### config.mk
export PLATFORM = sky130hd
export DESIGN_NAME = rx_frame_stats
export DESIGN_NICKNAME = d
export VERILOG_FILES = /design/src/rtl/rx_frame_stats_pkg.sv /design/src/rtl/rx_frame_stats_skid.sv /design/src/rtl/rx_frame_stats.sv
export SDC_FILE = /design/constraint.sdc
export NUM_CORES = 2
export LEC_CHECK = 0
export CORE_AREA = 3 3 522 524
export DETAILED_ROUTE_END_ITERATION = 10
export DIE_AREA = 0 0 525 527
export SLEW_MARGIN = 20
export SYNTH_ARGS = -nofsm -noshare
export SYNTH_HDL_FRONTEND = slang
export SYNTH_HIERARCHICAL = 1
export SYNTH_SLANG_ARGS = --single-unit
### constraint.sdc
create_clock -name clk_rx -period 9.4 [get_ports clk_rx]
set_input_delay 1.88 -clock clk_rx [delete_from_list [all_inputs] [get_ports clk_rx]]
set_output_delay 1.88 -clock clk_rx [all_outputs]
set_load 0.1 [all_outputs]
### src/rtl/rx_frame_stats_pkg.sv
// Shared types and helpers for the RX frame statistics stage.
package rx_frame_stats_pkg;

  // Widest tkeep the helpers accept; callers zero-extend narrower vectors.
  localparam int KEEP_MAX = 256;
  // Widest counter the saturating adder supports.
  localparam int SUM_MAX  = 64;

  typedef enum logic [0:0] {
    ST_IDLE     = 1'b0,
    ST_IN_FRAME = 1'b1
  } frame_state_e;

  // Number of set tkeep bits, i.e. bytes carried by one beat.
  function automatic logic [15:0] keep_popcount(input logic [KEEP_MAX-1:0] keep);
    logic [15:0] n;
    n = '0;
    for (int i = 0; i < KEEP_MAX; i++) begin
      n = n + {15'd0, keep[i]};
    end
    return n;
  endfunction

  // True when the set bits form one run starting at bit 0 (all-zero also passes,
  // so callers reject an empty tkeep separately). Zero-extension keeps this valid
  // for any narrower tkeep, including all-ones.
  function automatic logic keep_contiguous(input logic [KEEP_MAX-1:0] keep);
    logic [KEEP_MAX-1:0] plus1;
    plus1 = keep + KEEP_MAX'(1);
    return ((keep & plus1) == '0);
  endfunction

  // a + b clamped to 2^width-1; width is the counter width of the caller.
  function automatic logic [SUM_MAX-1:0] sat_add(input logic [SUM_MAX-1:0] a,
                                                 input logic [SUM_MAX-1:0] b,
                                                 input int unsigned        width);
    logic [SUM_MAX:0] sum;
    logic [SUM_MAX:0] lim;
    sum = {1'b0, a} + {1'b0, b};
    lim = ({{SUM_MAX{1'b0}}, 1'b1} << width) - {{SUM_MAX{1'b0}}, 1'b1};
    if (sum > lim) begin
      return lim[SUM_MAX-1:0];
    end
    return sum[SUM_MAX-1:0];
  endfunction

endpackage

### src/rtl/rx_frame_stats_skid.sv
// Two-entry AXI-Stream skid buffer; decouples the downstream tready path from
// the upstream by registering s_axis_tready as "not full".
module axis_skid_buffer #(
  parameter int DATA_WIDTH = 512,
  parameter int KEEP_WIDTH = DATA_WIDTH / 8
) (
  input  logic                  clk_rx,
  input  logic                  aresetn,
  input  logic [DATA_WIDTH-1:0] s_axis_tdata,
  input  logic [KEEP_WIDTH-1:0] s_axis_tkeep,
  input  logic                  s_axis_tvalid,
  input  logic                  s_axis_tlast,
  output logic                  s_axis_tready,
  output logic [DATA_WIDTH-1:0] m_axis_tdata,
  output logic [KEEP_WIDTH-1:0] m_axis_tkeep,
  output logic                  m_axis_tvalid,
  output logic                  m_axis_tlast,
  input  logic                  m_axis_tready
);

  localparam int ENTRY_W = DATA_WIDTH + KEEP_WIDTH + 1;

  logic [ENTRY_W-1:0] mem_q [2];
  logic [ENTRY_W-1:0] mem_d [2];
  logic               wr_ptr_q, wr_ptr_d;
  logic               rd_ptr_q, rd_ptr_d;
  logic [1:0]         count_q, count_d;
  logic               ready_q, ready_d;
  logic               push;
  logic               pop;

  // ready_q is low whenever the buffer holds two beats, so a push never overflows.
  assign push = s_axis_tvalid & ready_q;
  assign pop  = (count_q != 2'd0) & m_axis_tready;

  // Pointer/occupancy bookkeeping and the write into the free entry.
  always_comb begin
    mem_d    = mem_q;
    wr_ptr_d = wr_ptr_q;
    rd_ptr_d = rd_ptr_q;
    count_d  = count_q;
    if (push) begin
      mem_d[wr_ptr_q] = {s_axis_tlast, s_axis_tkeep, s_axis_tdata};
      wr_ptr_d        = ~wr_ptr_q;
    end
    if (pop) begin
      rd_ptr_d = ~rd_ptr_q;
    end
    case ({push, pop})
      2'b10:   count_d = count_q + 2'd1;
      2'b01:   count_d = count_q - 2'd1;
      default: count_d = count_q;
    endcase
    ready_d = (count_d != 2'd2);
  end

  // Control registers; ready stays low during reset and rises on the first edge after.
  always_ff @(posedge clk_rx or negedge aresetn) begin
    if (!aresetn) begin
      wr_ptr_q <= 1'b0;
      rd_ptr_q <= 1'b0;
      count_q  <= 2'd0;
      ready_q  <= 1'b0;
    end else begin
      wr_ptr_q <= wr_ptr_d;
      rd_ptr_q <= rd_ptr_d;
      count_q  <= count_d;
      ready_q  <= ready_d;
    end
  end

  for (genvar gi = 0; gi < 2; gi++) begin : g_entry
    // Storage for one buffered beat.
    always_ff @(posedge clk_rx or negedge aresetn) begin
      if (!aresetn) begin
        mem_q[gi] <= '0;
      end else begin
        mem_q[gi] <= mem_d[gi];
      end
    end
  end

  assign s_axis_tready = ready_q;
  assign m_axis_tvalid = (count_q != 2'd0);
  assign {m_axis_tlast, m_axis_tkeep, m_axis_tdata} = mem_q[rd_ptr_q];

endmodule

### src/rtl/rx_frame_stats.sv
// RX stream pass-through with per-frame and cumulative statistics.
module rx_frame_stats
  import rx_frame_stats_pkg::*;
#(
  parameter int AXIS_DATA_WIDTH = 512,
  parameter int AXIS_KEEP_WIDTH = AXIS_DATA_WIDTH / 8,
  parameter int CNT_WIDTH       = 32
) (
  input  logic                       clk_rx,
  input  logic                       aresetn,
  input  logic [AXIS_DATA_WIDTH-1:0] s_axis_tdata,
  input  logic [AXIS_KEEP_WIDTH-1:0] s_axis_tkeep,
  input  logic                       s_axis_tvalid,
  input  logic                       s_axis_tlast,
  output logic                       s_axis_tready,
  output logic [AXIS_DATA_WIDTH-1:0] m_axis_tdata,
  output logic [AXIS_KEEP_WIDTH-1:0] m_axis_tkeep,
  output logic                       m_axis_tvalid,
  output logic                       m_axis_tlast,
  input  logic                       m_axis_tready,
  input  logic                       stats_clear,
  output logic                       frame_done,
  output logic [CNT_WIDTH-1:0]       last_frame_bytes,
  output logic [CNT_WIDTH-1:0]       min_frame_bytes,
  output logic [CNT_WIDTH-1:0]       max_frame_bytes,
  output logic [CNT_WIDTH-1:0]       frame_count,
  output logic [CNT_WIDTH-1:0]       byte_count,
  output logic [CNT_WIDTH-1:0]       error_count
);

  localparam int BYTES_W = $clog2(AXIS_KEEP_WIDTH + 1);

  axis_skid_buffer #(
    .DATA_WIDTH (AXIS_DATA_WIDTH),
    .KEEP_WIDTH (AXIS_KEEP_WIDTH)
  ) u_skid (
    .clk_rx        (clk_rx),
    .aresetn       (aresetn),
    .s_axis_tdata  (s_axis_tdata),
    .s_axis_tkeep  (s_axis_tkeep),
    .s_axis_tvalid (s_axis_tvalid),
    .s_axis_tlast  (s_axis_tlast),
    .s_axis_tready (s_axis_tready),
    .m_axis_tdata  (m_axis_tdata),
    .m_axis_tkeep  (m_axis_tkeep),
    .m_axis_tvalid (m_axis_tvalid),
    .m_axis_tlast  (m_axis_tlast),
    .m_axis_tready (m_axis_tready)
  );

  // ---------------------------------------------------------------- beat decode
  logic                 accept;
  logic                 frame_end;
  logic [KEEP_MAX-1:0]  keep_ext;
  logic [15:0]          pop_wide;
  logic [BYTES_W-1:0]   beat_bytes;
  logic [CNT_WIDTH-1:0] beat_cnt;
  logic                 keep_full;
  logic                 keep_contig;
  logic                 beat_malformed;

  // Statistics follow what the upstream hands over, not what leaves downstream.
  assign accept      = s_axis_tvalid & s_axis_tready;
  assign frame_end   = accept & s_axis_tlast;
  assign keep_ext    = {{(KEEP_MAX - AXIS_KEEP_WIDTH){1'b0}}, s_axis_tkeep};
  assign pop_wide    = keep_popcount(keep_ext);
  assign beat_bytes  = pop_wide[BYTES_W-1:0];
  assign beat_cnt    = CNT_WIDTH'(beat_bytes);
  assign keep_full   = &s_axis_tkeep;
  assign keep_contig = keep_contiguous(keep_ext);
  // Middle beats must be full; the last beat must be a non-empty LSB-aligned run.
  assign beat_malformed = s_axis_tlast ? ((s_axis_tkeep == '0) | ~keep_contig)
                                       : ~keep_full;

  // ---------------------------------------------------------------- frame FSM
  frame_state_e         state_q, state_d;
  logic [CNT_WIDTH-1:0] acc_q, acc_d;
  logic [SUM_MAX-1:0]   acc_sum_w;
  logic [CNT_WIDTH-1:0] frame_total;

  assign acc_sum_w   = sat_add(SUM_MAX'(acc_q), SUM_MAX'(beat_cnt), CNT_WIDTH);
  // A tlast seen in IDLE is a single-beat frame, so the accumulator is bypassed.
  assign frame_total = (state_q == ST_IDLE) ? beat_cnt : acc_sum_w[CNT_WIDTH-1:0];

  // Next-state and accumulator update on each accepted beat.
  always_comb begin
    state_d = state_q;
    acc_d   = acc_q;
    if (accept) begin
      case (state_q)
        ST_IDLE: begin
          if (!s_axis_tlast) begin
            state_d = ST_IN_FRAME;
            acc_d   = beat_cnt;
          end
        end
        ST_IN_FRAME: begin
          if (s_axis_tlast) begin
            state_d = ST_IDLE;
          end else begin
            acc_d = acc_sum_w[CNT_WIDTH-1:0];
          end
        end
        default: state_d = ST_IDLE;
      endcase
    end
  end

  // FSM state and in-progress frame length.
  always_ff @(posedge clk_rx or negedge aresetn) begin
    if (!aresetn) begin
      state_q <= ST_IDLE;
      acc_q   <= '0;
    end else begin
      state_q <= state_d;
      acc_q   <= acc_d;
    end
  end

  // ---------------------------------------------------------------- statistics
  logic                 frame_done_q, frame_done_d;
  logic [CNT_WIDTH-1:0] last_q, last_d;
  logic [CNT_WIDTH-1:0] min_q, min_d;
  logic [CNT_WIDTH-1:0] max_q, max_d;
  logic [CNT_WIDTH-1:0] fcnt_q, fcnt_d;
  logic [CNT_WIDTH-1:0] bcnt_q, bcnt_d;
  logic [CNT_WIDTH-1:0] ecnt_q, ecnt_d;
  logic [SUM_MAX-1:0]   fcnt_inc_w;
  logic [SUM_MAX-1:0]   bcnt_sum_w;
  logic [SUM_MAX-1:0]   ecnt_inc_w;

  assign fcnt_inc_w = sat_add(SUM_MAX'(fcnt_q), SUM_MAX'(1), CNT_WIDTH);
  assign bcnt_sum_w = sat_add(SUM_MAX'(bcnt_q), SUM_MAX'(frame_total), CNT_WIDTH);
  assign ecnt_inc_w = sat_add(SUM_MAX'(ecnt_q), SUM_MAX'(1), CNT_WIDTH);

  // Frame-end and error updates; a coincident clear overrides the cumulative ones
  // but leaves last_frame_bytes and frame_done describing the frame that ended.
  always_comb begin
    frame_done_d = frame_end;
    last_d       = last_q;
    min_d        = min_q;
    max_d        = max_q;
    fcnt_d       = fcnt_q;
    bcnt_d       = bcnt_q;
    ecnt_d       = ecnt_q;
    if (frame_end) begin
      last_d = frame_total;
      fcnt_d = fcnt_inc_w[CNT_WIDTH-1:0];
      bcnt_d = bcnt_sum_w[CNT_WIDTH-1:0];
      if (frame_total < min_q) begin
        min_d = frame_total;
      end
      if (frame_total > max_q) begin
        max_d = frame_total;
      end
    end
    if (accept && beat_malformed) begin
      ecnt_d = ecnt_inc_w[CNT_WIDTH-1:0];
    end
    if (stats_clear) begin
      fcnt_d = '0;
      bcnt_d = '0;
      ecnt_d = '0;
      max_d  = '0;
      min_d  = '1;
    end
  end

  // Registered statistics outputs.
  always_ff @(posedge clk_rx or negedge aresetn) begin
    if (!aresetn) begin
      frame_done_q <= 1'b0;
      last_q       <= '0;
      min_q        <= '1;
      max_q        <= '0;
      fcnt_q       <= '0;
      bcnt_q       <= '0;
      ecnt_q       <= '0;
    end else begin
      frame_done_q <= frame_done_d;
      last_q       <= last_d;
      min_q        <= min_d;
      max_q        <= max_d;
      fcnt_q       <= fcnt_d;
      bcnt_q       <= bcnt_d;
      ecnt_q       <= ecnt_d;
    end
  end

  // Upper bits of the wide helper results are never needed.
  logic unused_wide_bits;
  assign unused_wide_bits = ^{pop_wide, acc_sum_w, fcnt_inc_w, bcnt_sum_w, ecnt_inc_w};

  assign frame_done       = frame_done_q;
  assign last_frame_bytes = last_q;
  assign min_frame_bytes  = min_q;
  assign max_frame_bytes  = max_q;
  assign frame_count      = fcnt_q;
  assign byte_count       = bcnt_q;
  assign error_count      = ecnt_q;

endmodule

==> flow_summary.ini <==
[outcome]
outcome = finished, violations left
violations = negative setup slack

[place]
port_buffers = 1353
dp_slack_ns = -3.05
routabilityCongestion = 0.906
hpwl_um = 217000

[setup_path]
cp.required_ns = 10.14
path_max_fanout = 4
path_class = in2reg
max_stage_delay_ns = 0.67
arrival_ns = 11.41
critPathLaunchType = input port
cp_slowest_cell = fa_2
end_kind = flop

[clocking]
hold_buffers = 0
htree_levels = 4
clock_path_buffers = 4
cts_sinks = 1385
cts-buffers-inserted = 175
clk_pin_slew_ns = 0.06
cts_root_buffer = clkbuf_16
insertion_delay_ns = 0.86
cts_tree = yes

[global_route]
grt_max_degree = 174
antenna_found_initial = 99
gr-total-overflow = 0
grt_use_total_pct = 20.0
grt_pass1_vias = 53500
grt_pass1_wl_um = 408000

[route]
wl_per_cell_um = 26.9
drt-total-wl_um = 287000
first_pass_iters = 9
drc = 0
num_vias = 50700
drt-vias-per-instance = 4.76
drt_iter0_markers = 2841
ant_nets = 0

[timing]
max_freq_mhz = 93.7
min_period_ns = 10.68
setup-violations-final = 96
worst_pin_slew_ns = 1.21
holdWs_ns = 0.482
setup_ws_ns = -1.28
hold_viol_final = 0
skew_ns = 0.0466
final_max_slew_viol_count = 0
relSlewSlack_pct = 18.8
rsz0062_at_grt = yes
post-route-period-util_pct = 114

[die]
dieArea_um2 = 277000
pin_count = 1354
die_x_um = 525
coreArea_um2 = 268000
initial_core_util_pct = 26.0
rows = 190
chipHeight_um = 527

[hold_path]
hp-class = reg2reg

[yosys]
synth_async_sr_flop_share_pct = 100
ys_warn_count = 6
synth_flop_cell = dfrtp_1
synth_edf_count = 0
synth_top_cell_by_area = dfrtp_1
syn_area_um2 = 69700
synth-seq-area-share_pct = 49.8
syn-instance-count = 5233
avgSynthCellArea_um2 = 13.3
ys_seq_elements = 1385
ys_top_cells_by_area = dfrtp_1 49%, mux2_2 20%, mux2_4 11%, ha_1 2.3%, fa_1 1.6%
synth_fp_nets = 5997
yosysUniqueCellTypes = 80
synth_top_cell_area_share_pct = 48.6

[cells_and_area]
drive_above_1_share_pct = 40.4
nets = 7695
fin_util_pct = 36.4
synthToLayoutAreaGrowth_pct = 39.7

[run]
maxCapViolCount = 0
## cell usage after synthesis, drive strengths merged (7+ instances only)
master and count:
mux2 1734, dfrtp 1353, nand2 237, inv 225, buf 196, o21ai 193, a21oi 140, ha 126
nand3 105, clkbuf 99, a21o 80, nor2 72, nor4 67, nand4 62, fa 56, nor3 39
xnor2 39, mux2i 37, xor2 33, dfstp 32, a31oi 26, and3 23, a221oi 20, o211ai 19
a211oi 15, nor2b 13, o31ai 13, o21bai 11, or3 11, a41o 10, and4 10, nand2b 10
or4 10, and2 9, a22oi 8, o22ai 8, o41ai 8, or2 8, o21a 7
## layer usage
metal  vias up  part of all wire (%)  track usage (%)
met3       475                   8.0             6.25
met1     26000                    40             24.2
met5         -                 0.093                0
met2      1882                    47             33.2
met4        38                   4.5             7.95
li1      22300                     -                -
## area by class of cell
class	instances	area (µm²)
clock buffers	257	5270
diodes	48	120
repair buffers	1816	17700
inverters	225	881
flip-flops and latches	1385	34700
clock inverters	58	763
fillers	25700	170000
well taps	3552	4440
multi-input cells	3328	33600
## cell families (layout without fill, tap and decap cells)
family                   Yosys count  count (layout)  synth area share (%)
XOR/XNOR                          72              72                 0.904
adder cells (fa/ha/maj)          182             182                  3.87
multiplexers                    1771            1771                  31.2
other                              0              48                     0
AO/OA/AOI/OAI                    612             612                  5.57
AND/OR/NAND/NOR                  691             691                  5.03
flip-flops                      1385            1385                  49.8
buffers and inverters            520            2356                  3.65
## critical path: cells and delay by family
kind / cells / cell delay, ns
compound gates: 13 / 2.63
simple gates: 5 / 0.57
fa+ha+maj: 13 / 5.48
buf+inv: 9 / 0.86
## sequential cells by signal, summed over array words and instances, names as in the netlist, 2 cells and up
name and flops:
error_count 32, u_skid/mem_q 1154, min_frame_bytes 32, u_skid/count_q 2
max_frame_bytes 32, frame_count 32, byte_count 32, acc_q 32
last_frame_bytes 32
## placed cells by master, fill, tap and decap left out, drive strengths merged, types with 80 or more instances in the layout
master and count:
dfrtp 1353, clkdlybuf4s50 1220, a21oi 140, inv 226, buf 572, nand2 237
o21ai 193, clkbuf 268, ha 126, mux2 1734, nand3 105, a21o 80
## worst paths after layout
path                                  start                  to  slack [ns]  cells past startpoint
min                               acc_q[13]           acc_q[13]        0.48                      2
max                        s_axis_tkeep[51]      byte_count[27]       -1.28                     40
min in group asynchronous           aresetn  u_skid/mem_q[1024]        0.96                      1
max reg2reg                        acc_q[8]      byte_count[27]        3.98                     19
min reg2reg                       acc_q[13]           acc_q[13]        0.48                      2
max in group asynchronous           aresetn   u_skid/mem_q[156]        6.25                      3
## per-stage QoR
stage	cell area [µm²]	cells	TNS, ns
after floorplan	70200	5233	-112.49
after global placement	89600	10200	-310.10
after detailed placement	89600	10200	-320.95
after CTS	96800	10600	-116.37
after global routing	97400	10600	-134.24
final	97400	10700	-111.87
## what timing repair did
action                                  4_1_cts  5_1_grt
pin swaps                                   126       90
endpoints found under the setup margin      100       96
setup buffers                                48       21
gates resized for setup                     239      124
gates cloned                                 15        1
Power is not shown: default switching activity piles up to over one toggle a cycle in this logic, so the estimate is an artifact.
